<file path="config.mk">
export PLATFORM = sky130hd
export DESIGN_NAME = spi_slave
export DESIGN_NICKNAME = d
export VERILOG_FILES = /design/src/rtl/spi_pkg.sv /design/src/rtl/sync_edge.sv /design/src/rtl/spi_slave.sv
export SDC_FILE = /design/constraint.sdc
export NUM_CORES = 1
export LEC_CHECK = 0
export CAP_MARGIN = 20
export CORE_UTILIZATION = 30
export DETAILED_ROUTE_END_ITERATION = 8
export PLACE_DENSITY_LB_ADDON = 0.08
export SLEW_MARGIN = 5
export SYNTH_ARGS = -nofsm -noshare
export SYNTH_HDL_FRONTEND = slang
export SYNTH_SLANG_ARGS = --single-unit
</file>
<file path="constraint.sdc">
create_clock -name clk -period 1.5 [get_ports clk]
set_input_delay 0.3 -clock clk [delete_from_list [all_inputs] [get_ports clk]]
set_output_delay 0.3 -clock clk [all_outputs]
set_load 0.02 [all_outputs]
</file>
<file path="src/rtl/spi_pkg.sv">
// spi_pkg: definitions shared by the SPI master and slave.
//   spi_state_e   : transfer FSM states (idle / active)
//   SPI_DATA_W    : default bits per transfer
//   SPI_IDLE_BYTE : default byte shifted out when nothing is queued
package spi_pkg;

  localparam int unsigned SPI_DATA_W    = 8;
  localparam logic [7:0]  SPI_IDLE_BYTE = 8'h00;

  typedef enum logic [0:0] {
    ST_IDLE   = 1'b0,
    ST_ACTIVE = 1'b1
  } spi_state_e;

endpackage

</file>
<file path="src/rtl/sync_edge.sv">
// sync_edge: N-stage synchroniser for an asynchronous pin, plus one extra
// flop so single-cycle rise/fall pulses can be derived in the clk domain.
//   clk_i  : system clock
//   rst_i  : synchronous active-high reset
//   d_i    : asynchronous input pin
//   sync_o : synchronised level
//   rise_o : one-cycle pulse on a synchronised 0->1 transition
//   fall_o : one-cycle pulse on a synchronised 1->0 transition
module sync_edge #(
  parameter int unsigned STAGES  = 2,
  parameter logic        RST_VAL = 1'b0
) (
  input  logic clk_i,
  input  logic rst_i,
  input  logic d_i,
  output logic sync_o,
  output logic rise_o,
  output logic fall_o
);

  logic [STAGES-1:0] sync_q;
  logic              prev_q;

  // Reset to the pin's idle level so leaving reset never produces a
  // spurious edge pulse.
  always_ff @(posedge clk_i) begin
    if (rst_i) begin
      sync_q <= {STAGES{RST_VAL}};
      prev_q <= RST_VAL;
    end else begin
      sync_q[0] <= d_i;
      for (int i = 1; i < STAGES; i++) begin
        sync_q[i] <= sync_q[i-1];
      end
      prev_q <= sync_q[STAGES-1];
    end
  end

  assign sync_o = sync_q[STAGES-1];
  assign rise_o =  sync_q[STAGES-1] & ~prev_q;
  assign fall_o = ~sync_q[STAGES-1] &  prev_q;

endmodule

</file>
<file path="src/rtl/spi_slave.sv">
// spi_slave: SPI mode-0 byte slave, oversampled in the clk domain.
//   clk, rst          : system clock, synchronous active-high reset
//   SCLK, MOSI, SS    : SPI pins from the master (SS active-low)
//   MISO              : registered serial data to the master, 0 when idle
//   tx_data, start    : byte offered for the next transfer slot
//   tx_ready          : transmit buffer empty, a start is accepted
//   rx_data           : last complete received byte
//   done              : one-cycle pulse when a byte has been received
//
// state     | meaning
// ----------+--------------------------------------------------------
// ST_IDLE   | SS high; SCLK ignored, MISO driven 0
// ST_ACTIVE | SS low; bits shift on SCLK rise (in) and fall (out)
module spi_slave
  import spi_pkg::*;
#(
  parameter int unsigned       DATA_W      = SPI_DATA_W,
  parameter int unsigned       SYNC_STAGES = 2,
  parameter logic [DATA_W-1:0] IDLE_BYTE   = DATA_W'(SPI_IDLE_BYTE)
) (
  input  logic              clk,
  input  logic              rst,
  input  logic              SCLK,
  input  logic              MOSI,
  input  logic              SS,
  output logic              MISO,
  input  logic [DATA_W-1:0] tx_data,
  input  logic              start,
  output logic              tx_ready,
  output logic [DATA_W-1:0] rx_data,
  output logic              done
);

  localparam int unsigned       CNT_W    = (DATA_W > 1) ? $clog2(DATA_W) : 1;
  localparam logic [CNT_W-1:0]  LAST_BIT = CNT_W'(DATA_W - 1);

  // Pin synchronisation
  logic sclk_sync_unused;
  logic sclk_rise, sclk_fall;
  logic ss_sync, ss_rise, ss_fall;
  logic [SYNC_STAGES-1:0] mosi_sync_q;
  logic mosi_s;

  sync_edge #(
    .STAGES  (SYNC_STAGES),
    .RST_VAL (1'b0)
  ) u_sync_sclk (
    .clk_i  (clk),
    .rst_i  (rst),
    .d_i    (SCLK),
    .sync_o (sclk_sync_unused),
    .rise_o (sclk_rise),
    .fall_o (sclk_fall)
  );

  sync_edge #(
    .STAGES  (SYNC_STAGES),
    .RST_VAL (1'b1)
  ) u_sync_ss (
    .clk_i  (clk),
    .rst_i  (rst),
    .d_i    (SS),
    .sync_o (ss_sync),
    .rise_o (ss_rise),
    .fall_o (ss_fall)
  );

  // MOSI needs only the level; it is sampled on the detected SCLK rise.
  always_ff @(posedge clk) begin
    if (rst) begin
      mosi_sync_q <= '0;
    end else begin
      mosi_sync_q[0] <= MOSI;
      for (int i = 1; i < SYNC_STAGES; i++) begin
        mosi_sync_q[i] <= mosi_sync_q[i-1];
      end
    end
  end

  assign mosi_s = mosi_sync_q[SYNC_STAGES-1];

  // Datapath and FSM registers
  spi_state_e        state_q, state_d;
  logic [CNT_W-1:0]  bit_cnt_q, bit_cnt_d;
  logic              reload_q, reload_d;
  logic [DATA_W-1:0] tx_shift_q, tx_shift_d;
  logic [DATA_W-2:0] rx_shift_q, rx_shift_d;
  logic [DATA_W-1:0] rx_data_q, rx_data_d;
  logic [DATA_W-1:0] tx_buf_q, tx_buf_d;
  logic              tx_ready_q, tx_ready_d;
  logic              done_pend_q, done_pend_d;
  logic              done_q;
  logic              miso_q, miso_d;
  logic              load;
  logic [DATA_W-1:0] rx_next;

  always_comb begin
    state_d     = state_q;
    bit_cnt_d   = bit_cnt_q;
    reload_d    = reload_q;
    tx_shift_d  = tx_shift_q;
    rx_shift_d  = rx_shift_q;
    rx_data_d   = rx_data_q;
    tx_buf_d    = tx_buf_q;
    tx_ready_d  = tx_ready_q;
    done_pend_d = 1'b0;
    load        = 1'b0;
    rx_next     = {rx_shift_q, mosi_s};

    if (ss_rise) begin
      // Abort: partial byte is dropped, the unsent tx_shift is discarded,
      // but a byte waiting in tx_buf survives for the next SS assertion.
      state_d   = ST_IDLE;
      bit_cnt_d = '0;
      reload_d  = 1'b0;
    end else if (state_q == ST_IDLE) begin
      if (ss_fall) begin
        state_d   = ST_ACTIVE;
        bit_cnt_d = '0;
        reload_d  = 1'b0;
        load      = 1'b1;
      end
    end else begin
      if (sclk_rise) begin
        rx_shift_d = rx_next[DATA_W-2:0];
        if (bit_cnt_q == LAST_BIT) begin
          rx_data_d   = rx_next;
          done_pend_d = 1'b1;
          bit_cnt_d   = '0;
          reload_d    = 1'b1;
        end else begin
          bit_cnt_d = bit_cnt_q + 1'b1;
        end
      end
      // The fall after the last bit's rise starts the next byte instead of
      // shifting, so back-to-back bytes need no SS toggle.
      if (sclk_fall) begin
        if (reload_q) begin
          load     = 1'b1;
          reload_d = 1'b0;
        end else begin
          tx_shift_d = {tx_shift_q[DATA_W-2:0], 1'b0};
        end
      end
    end

    // A load has priority over start; a held start is taken next cycle.
    if (load) begin
      tx_shift_d = tx_ready_q ? IDLE_BYTE : tx_buf_q;
      tx_ready_d = 1'b1;
    end else if (start && tx_ready_q) begin
      tx_buf_d   = tx_data;
      tx_ready_d = 1'b0;
    end

    miso_d = ((state_q == ST_ACTIVE) && !ss_sync) ? tx_shift_q[DATA_W-1] : 1'b0;
  end

  always_ff @(posedge clk) begin
    if (rst) begin
      state_q     <= ST_IDLE;
      bit_cnt_q   <= '0;
      reload_q    <= 1'b0;
      tx_shift_q  <= '0;
      rx_shift_q  <= '0;
      rx_data_q   <= '0;
      tx_buf_q    <= '0;
      tx_ready_q  <= 1'b1;
      done_pend_q <= 1'b0;
      done_q      <= 1'b0;
      miso_q      <= 1'b0;
    end else begin
      state_q     <= state_d;
      bit_cnt_q   <= bit_cnt_d;
      reload_q    <= reload_d;
      tx_shift_q  <= tx_shift_d;
      rx_shift_q  <= rx_shift_d;
      rx_data_q   <= rx_data_d;
      tx_buf_q    <= tx_buf_d;
      tx_ready_q  <= tx_ready_d;
      done_pend_q <= done_pend_d;
      done_q      <= done_pend_q;
      miso_q      <= miso_d;
    end
  end

  assign MISO     = miso_q;
  assign tx_ready = tx_ready_q;
  assign rx_data  = rx_data_q;
  assign done     = done_q;

endmodule

</file>
==> impl_metrics.yaml, run 1 <==
outcome:
  run_status: "finished clean"
cells_and_area:
  num_antenna_cells: 0
  most-common-layout-cells: "dfxtp_1 (44), nor2_1 (40), mux2i_1 (22)"
  drive_above_1_share: 0.1591
  finalInstanceArea_um2: 2332
  nets: 236
  areaGrowthSynthToFinish_pct: 29.18
  final_cells: 292
  layout_commonest_cell: "dfxtp_1"
timing:
  finalCriticalPeriod_ps: 1437
  finClkSkew_ps: 4.629
  timing.final.crit_share: 0.9580
  tightest_slew_ps: 262.1
  timing.fmax_ghz: 0.6959
  relSlewSlack: 0.8260
  fin_ws_ps: 63.03
  setup_violations: 0
  tns_ps: 0
  drv_slew: 0
  final-hold-violation-count: 0
floorplanning:
  die-area_um2: 6332
  fp.dieH_um: 79.58
  die_x_um: 79.58
  start_util: 0.3200
  coreArea_um2: 5642
  rows: 27
  boundaryPins: 25
power:
  p_comb_frac: 0.087
  power.internal_w: 0.001722
  switchingPower_w: 0.0004955
  p_sw_frac: 0.2234
  power_frac_clock: 0.318
  leakage_nw: 0.9990
  power.density_nw_per_um2: 951.0
  vdd_drop_max_mv: 0.5071
  seqPwrFrac: 0.595
route:
  met3_length_um: 130
  viasPerCell: 4.548
  top_layer: "met4"
  route.detailed.drc: 0
  drt_iter0_markers: 23
  ant_nets: 0
  dr_wl_met2_mm: 1.660
  vias: 1328
  wl_mm: 3.570
  wl_met1_mm: 1.716
  firstDrtPassIters: 4
  drt-wirelength-per-cell_um: 12.23
placed_design:
  placedCellCount: 285
  gp_congestion: 0.6887
  dpl_cell_area_um2: 2243
  place_hpwl_mm: 2.672
  io_buffers: 24
  place_ws_ps: -205.8
synth:
  synth_seq_cells: 48
  synth_area_um2: 1805
  yosysSeqAreaShare: 0.5322
  synth_adder_area_share: 0.01386
  synth_cell_type_count: 30
  synth_compound_area_frac: 0.1081
  syn-num-nets: 200
  avgSynthCellArea_um2: 9.812
  synth-xor-area-share: 0
  synth_warnings: 0
  synthMuxAreaShare: 0.1275
  syn-instance-count: 184
  synth_top_family_by_area: "simple AND/OR/NAND/NOR gates"
  synth-simple-area-share: 0.1906
worst_setup_path:
  crit_type: "reg -> reg"
  crit_path_max_fanout: 8
  critPathLaunchType: "flip-flop"
  required_ps: 1690
  reg2reg_depth: 6
  end_kind: "flip-flop"
  crit_arrival_ps: 1630
clock_tree:
  cts_setup_buffers: 0
  clkTransAtPathRegs_ps: 80
  worstSkewPairLatency_ps: 290
  clockRootBuffer: "clkbuf_8"
  clockBufferDepth: 2
  cts_tree: "done"
  htreeDepth: 2
  cts.sinks: 48
  numCtsBuffers: 5
grt:
  track_usage: 0.1228
  grt_max_degree: 15
  antenna_found_initial: 0
  grt_remaining_overflow: 0
  grt_pass1_wl_mm: 5.934
  grt_pass1_vias: 1266
min_path:
  holdPathStages: 3
  hold_path.class: "in -> reg"
run:
  drv_cap: 0
==> worst paths after layout <==
kind                                            end  slack (ps)                start
worst max-delay path                    tx_buf_q[5]          60     u_sync_ss.prev_q
worst min-delay path                       tx_ready         350                start
worst max register to register          tx_buf_q[5]          60     u_sync_ss.prev_q
worst min register to register  u_sync_ss.sync_q[1]         420  u_sync_ss.sync_q[0]
==> cells in the mapped netlist, drive strengths merged <==
cell	instances	area, µm²
nand2b	2	12.51
a311oi	2	35.04
and3b	2	21.27
nand2	12	45.04
and2b	2	15.01
nand4	1	6.260
a21oi	8	40.04
or2	4	25.03
a22oi	3	22.52
clkbuf	4	15.01
a211o	1	8.760
nor2b	8	50.05
mux2i	23	230.2
buf	6	27.53
a31oi	1	6.260
ha	2	25.02
dfxtp	48	960.9
a31o	1	8.760
o31ai	7	52.55
a32oi	1	8.760
and2	1	6.260
nor2	40	150.1
inv	2	7.510
nor3b	1	12.51
o21ai	1	5.000
a211oi	1	7.510
==> registers in the layout, summed over array words and instances (netlist names) <==
register            flops
rx_data                 8
u_sync_ss.sync_q        2
u_sync_sclk.prev_q      1
rx_shift_q              7
tx_shift_q              8
bit_cnt_q               3
mosi_sync_q             2
reload_q                1
MISO                    1
tx_ready                1
state_q                 1
u_sync_sclk.sync_q      2
done                    1
u_sync_ss.prev_q        1
tx_buf_q                8
done_pend_q             1
==> kinds of logic after synthesis <==
family / Yosys count
mux: 23
simple gates: 73
fa+ha+maj: 2
flops: 48
compound gates: 26
buf+inv: 12
==> final cells by class <==
cell class / instances / area [µm²]
flip-flops and latches: 48 / 965.9
clock buffers: 6 / 72.57
repair buffers: 39 / 382.9
clock inverters: 1 / 5.005
well taps: 72 / 90.09
fillers: 570 / 3309
multi-input cells: 124 / 808.3
inverters: 2 / 7.507
==> power by group through the flow <==
| stage | clock network [W] | registers (W) | logic, W |
|---|---|---|---|
| after detailed placement | 0 | 0.00135 | 0.000193 |
| after CTS | 0.000744 | 0.00132 | 0.000193 |
| final | 0.000705 | 0.00132 | 0.000194 |
| after global routing | 0.000794 | 0.00132 | 0.000213 |
| after global placement | 0 | 0.00135 | 0.000188 |
| after floorplan | 0 | 0.00134 | 0.0000994 |
==> critical path, cell delays in order (launching register included) <==
cell and delay [ps]:
dfxtp_2 340, nor3b_2 160, buf_4 150, a311oi_4 240, buf_12 180, mux2i_2 210
nor2_1 60
==> metrics by stage <==
stage | total power (W) | utilization | hold WS (ps)
CTS | 0.002254 | 0.4094 | 414.9
global placement | 0.001534 | 0.3976 | 392.9
global route | 0.002330 | 0.4134 | 372.8
detailed placement | 0.001540 | 0.3976 | 399.2
finish | 0.002218 | 0.4134 | 346.1
floorplan | 0.001444 | - | 389.5
==> timing repair <==
item,4_1_cts,5_1_grt
hold endpoints to repair,0,0
setup endpoints to repair,21,10
resized for setup,12,9
hold buffers,0,0
pin swaps,0,1
cloned,0,0
==> metal layers <==
layer,vias to the layer above,global-route usage
met2,19,0.1897
li1,692,-
met4,0,0.05455
met1,610,0.1554
met3,7,0.03886
met5,-,0
Power figures use the tool's default switching activity.
==> inputs of run 2 (changes only) <==
HOLD_SLACK_MARGIN = 0.02   (was unset)
==> results of run 2 <==
The final DEF is identical to that of run 1; final timing and power are the same.
==> inputs of run 3 (changes only) <==
clock period = 1.71 ns   (was 1.5 ns; I/O delays follow)
==> run 3 against run 2 <==
Net effect: sequential power fell by 12%; critical path type is now reg -> out; cell count decreased by 2.4%; via count decreased by 0.68%.
==> impl_metrics.yaml, run 3 (same netlist as run 1, synthesis figures left out) <==
outcome:
  run_status: "finished clean"
worst_setup_path:
  crit_type: "reg -> out"
  cp.depth: 1
  r2r_setup_slack_ps: 160
  crit_chain: "clkdlybuf4s50_1"
  critPathLaunchType: "flip-flop"
  crit_slowest_cell: "clkdlybuf4s50_1"
  startpoint: "rx_data[5]"
  reg2reg_depth: 4
  critPathBufInv: 1
  crit_path_max_fanout: 2
  worstSetupEndpoint: "rx_data[5]"
  end_kind: "output port"
  crit_arrival_ps: 1240
  crit_family: "buffers and inverters"
  cp_slowest_stage_delay_ps: 600
  timing.rr.end: "rx_shift_q[1]"
  required_ps: 1370
  r2r-start: "state_q"
grt:
  grt_pass1_vias: 1221
  grt_max_degree: 27
  antenna_found_initial: 0
  grt_remaining_overflow: 0
  track_usage: 0.1182
  grt_pass1_wl_mm: 5.637
power:
  seqPwrFrac: 0.544
  p_sw_frac: 0.2222
  power_frac_clock: 0.383
  power.internal_w: 0.001654
  vdd_drop_max_mv: 0.4177
  p_comb_frac: 0.073
  leakage_nw: 0.9008
  switchingPower_w: 0.0004726
  power.density_nw_per_um2: 936.1
cells_and_area:
  most-common-layout-cells: "dfxtp_1 (48), nor2_1 (40), mux2i_1 (23), clkdlybuf4s50_1 (23), nand2_1 (12)"
  nets: 228
  layout_commonest_cell: "dfxtp_1"
  num_antenna_cells: 0
  drive_above_1_share: 0.1033
  areaGrowthSynthToFinish_pct: 25.85
clock_tree:
  cts_setup_buffers: 0
  clkTransAtPathRegs_ps: 90
  htreeDepth: 2
  numCtsBuffers: 5
  cts.sinks: 48
  clockBufferDepth: 2
  worstSkewPairLatency_ps: 300
  cts_tree: "done"
  clockRootBuffer: "clkbuf_8"
timing:
  finalCriticalPeriod_ps: 1584
  fin_ws_ps: 125.7
  drv_slew: 0
  setup_violations: 0
  final-hold-violation-count: 0
  grt_setup_unrepaired: "false"
  finalHoldWorstSlack_ps: 423.4
  timing.final.crit_share: 0.9265
  tightest_slew_ps: 419.0
  finClkSkew_ps: 6.582
  timing.fmax_ghz: 0.6312
  relSlewSlack: 0.7207
floorplanning:
  rows: 27
  die_x_um: 79.58
  boundaryPins: 25
  die-area_um2: 6332
  fp.dieH_um: 79.58
  start_util: 0.3200
  coreArea_um2: 5642
route:
  firstDrtPassIters: 4
  drt-wirelength-per-cell_um: 11.76
  vias: 1319
  viasPerCell: 4.628
  drt_iter0_markers: 86
  route.detailed.drc: 0
  ant_nets: 0
  wl_mm: 3.351
min_path:
  hold_path.class: "reg -> reg"
placed_design:
  place_hpwl_mm: 2.370
  place_ws_ps: -62.30
  gp_congestion: 0.6909
  io_buffers: 24
run:
  drv_cap: 0
-- run 3: how the worst min path moves through the flow --
stage	from	endpoint	slack [ps]	depth (start not counted)
after global placement	u_sync_ss.sync_q[0]	u_sync_ss.sync_q[1]	390	1
after floorplan	u_sync_ss.sync_q[0]	u_sync_ss.sync_q[1]	390	1
final	u_sync_ss.sync_q[0]	u_sync_ss.sync_q[1]	420	1
after global routing	u_sync_ss.sync_q[0]	u_sync_ss.sync_q[1]	450	1
after CTS	u_sync_ss.sync_q[0]	u_sync_ss.sync_q[1]	430	1
after detailed placement	u_sync_ss.sync_q[0]	u_sync_ss.sync_q[1]	400	1
-- run 3: power groups by stage --
stage | logic [W] | registers (W) | clock network, W
finish | 0.000154 | 0.00116 | 0.000815
global route | 0.000169 | 0.00116 | 0.000904
CTS | 0.000156 | 0.00116 | 0.000846
detailed placement | 0.000155 | 0.00118 | 0
global placement | 0.000153 | 0.00118 | 0
floorplan | 0.0000877 | 0.00118 | 0
-- run 3: final cells by class --
type	instances	area, µm²
fillers	567	3369
flip-flops and latches	48	960.9
multi-input cells	124	794.5
repair buffers	31	307.8
well taps	72	90.09
clock buffers	5	68.82
clock inverters	3	42.54
inverters	2	7.507
-- run 3: through the flow --
| stage | util | cells | TNS, ps | power, W | cell area, µm² |
|---|---|---|---|---|---|
| finish | 0.4028 | 285 | 0 | 0.002127 | 2272 |
| global route | 0.4028 | 285 | 0 | 0.002234 | 2272 |
| CTS | 0.4023 | 285 | 0 | 0.002160 | 2270 |
| detailed placement | 0.3826 | 277 | -387.1 | 0.001339 | 2158 |
| global placement | 0.3826 | 277 | -224.6 | 0.001336 | 2158 |
| floorplan | - | 184 | 0 | 0.001267 | 1805 |
-- run 3: what timing repair did --
action / CTS / global route
hold endpoints to repair: 0 / 0
setup endpoints to repair: 0 / 1
hold buffers: 0 / 0
resized for setup: 0 / 1
-- run 3: routing by layer --
layer / part of all wire / track usage
met1: 0.50 / 0.1509
met2: 0.44 / 0.1786
met3: 0.046 / 0.04571
met4: 0.014 / 0.04364
met5: 0 / 0
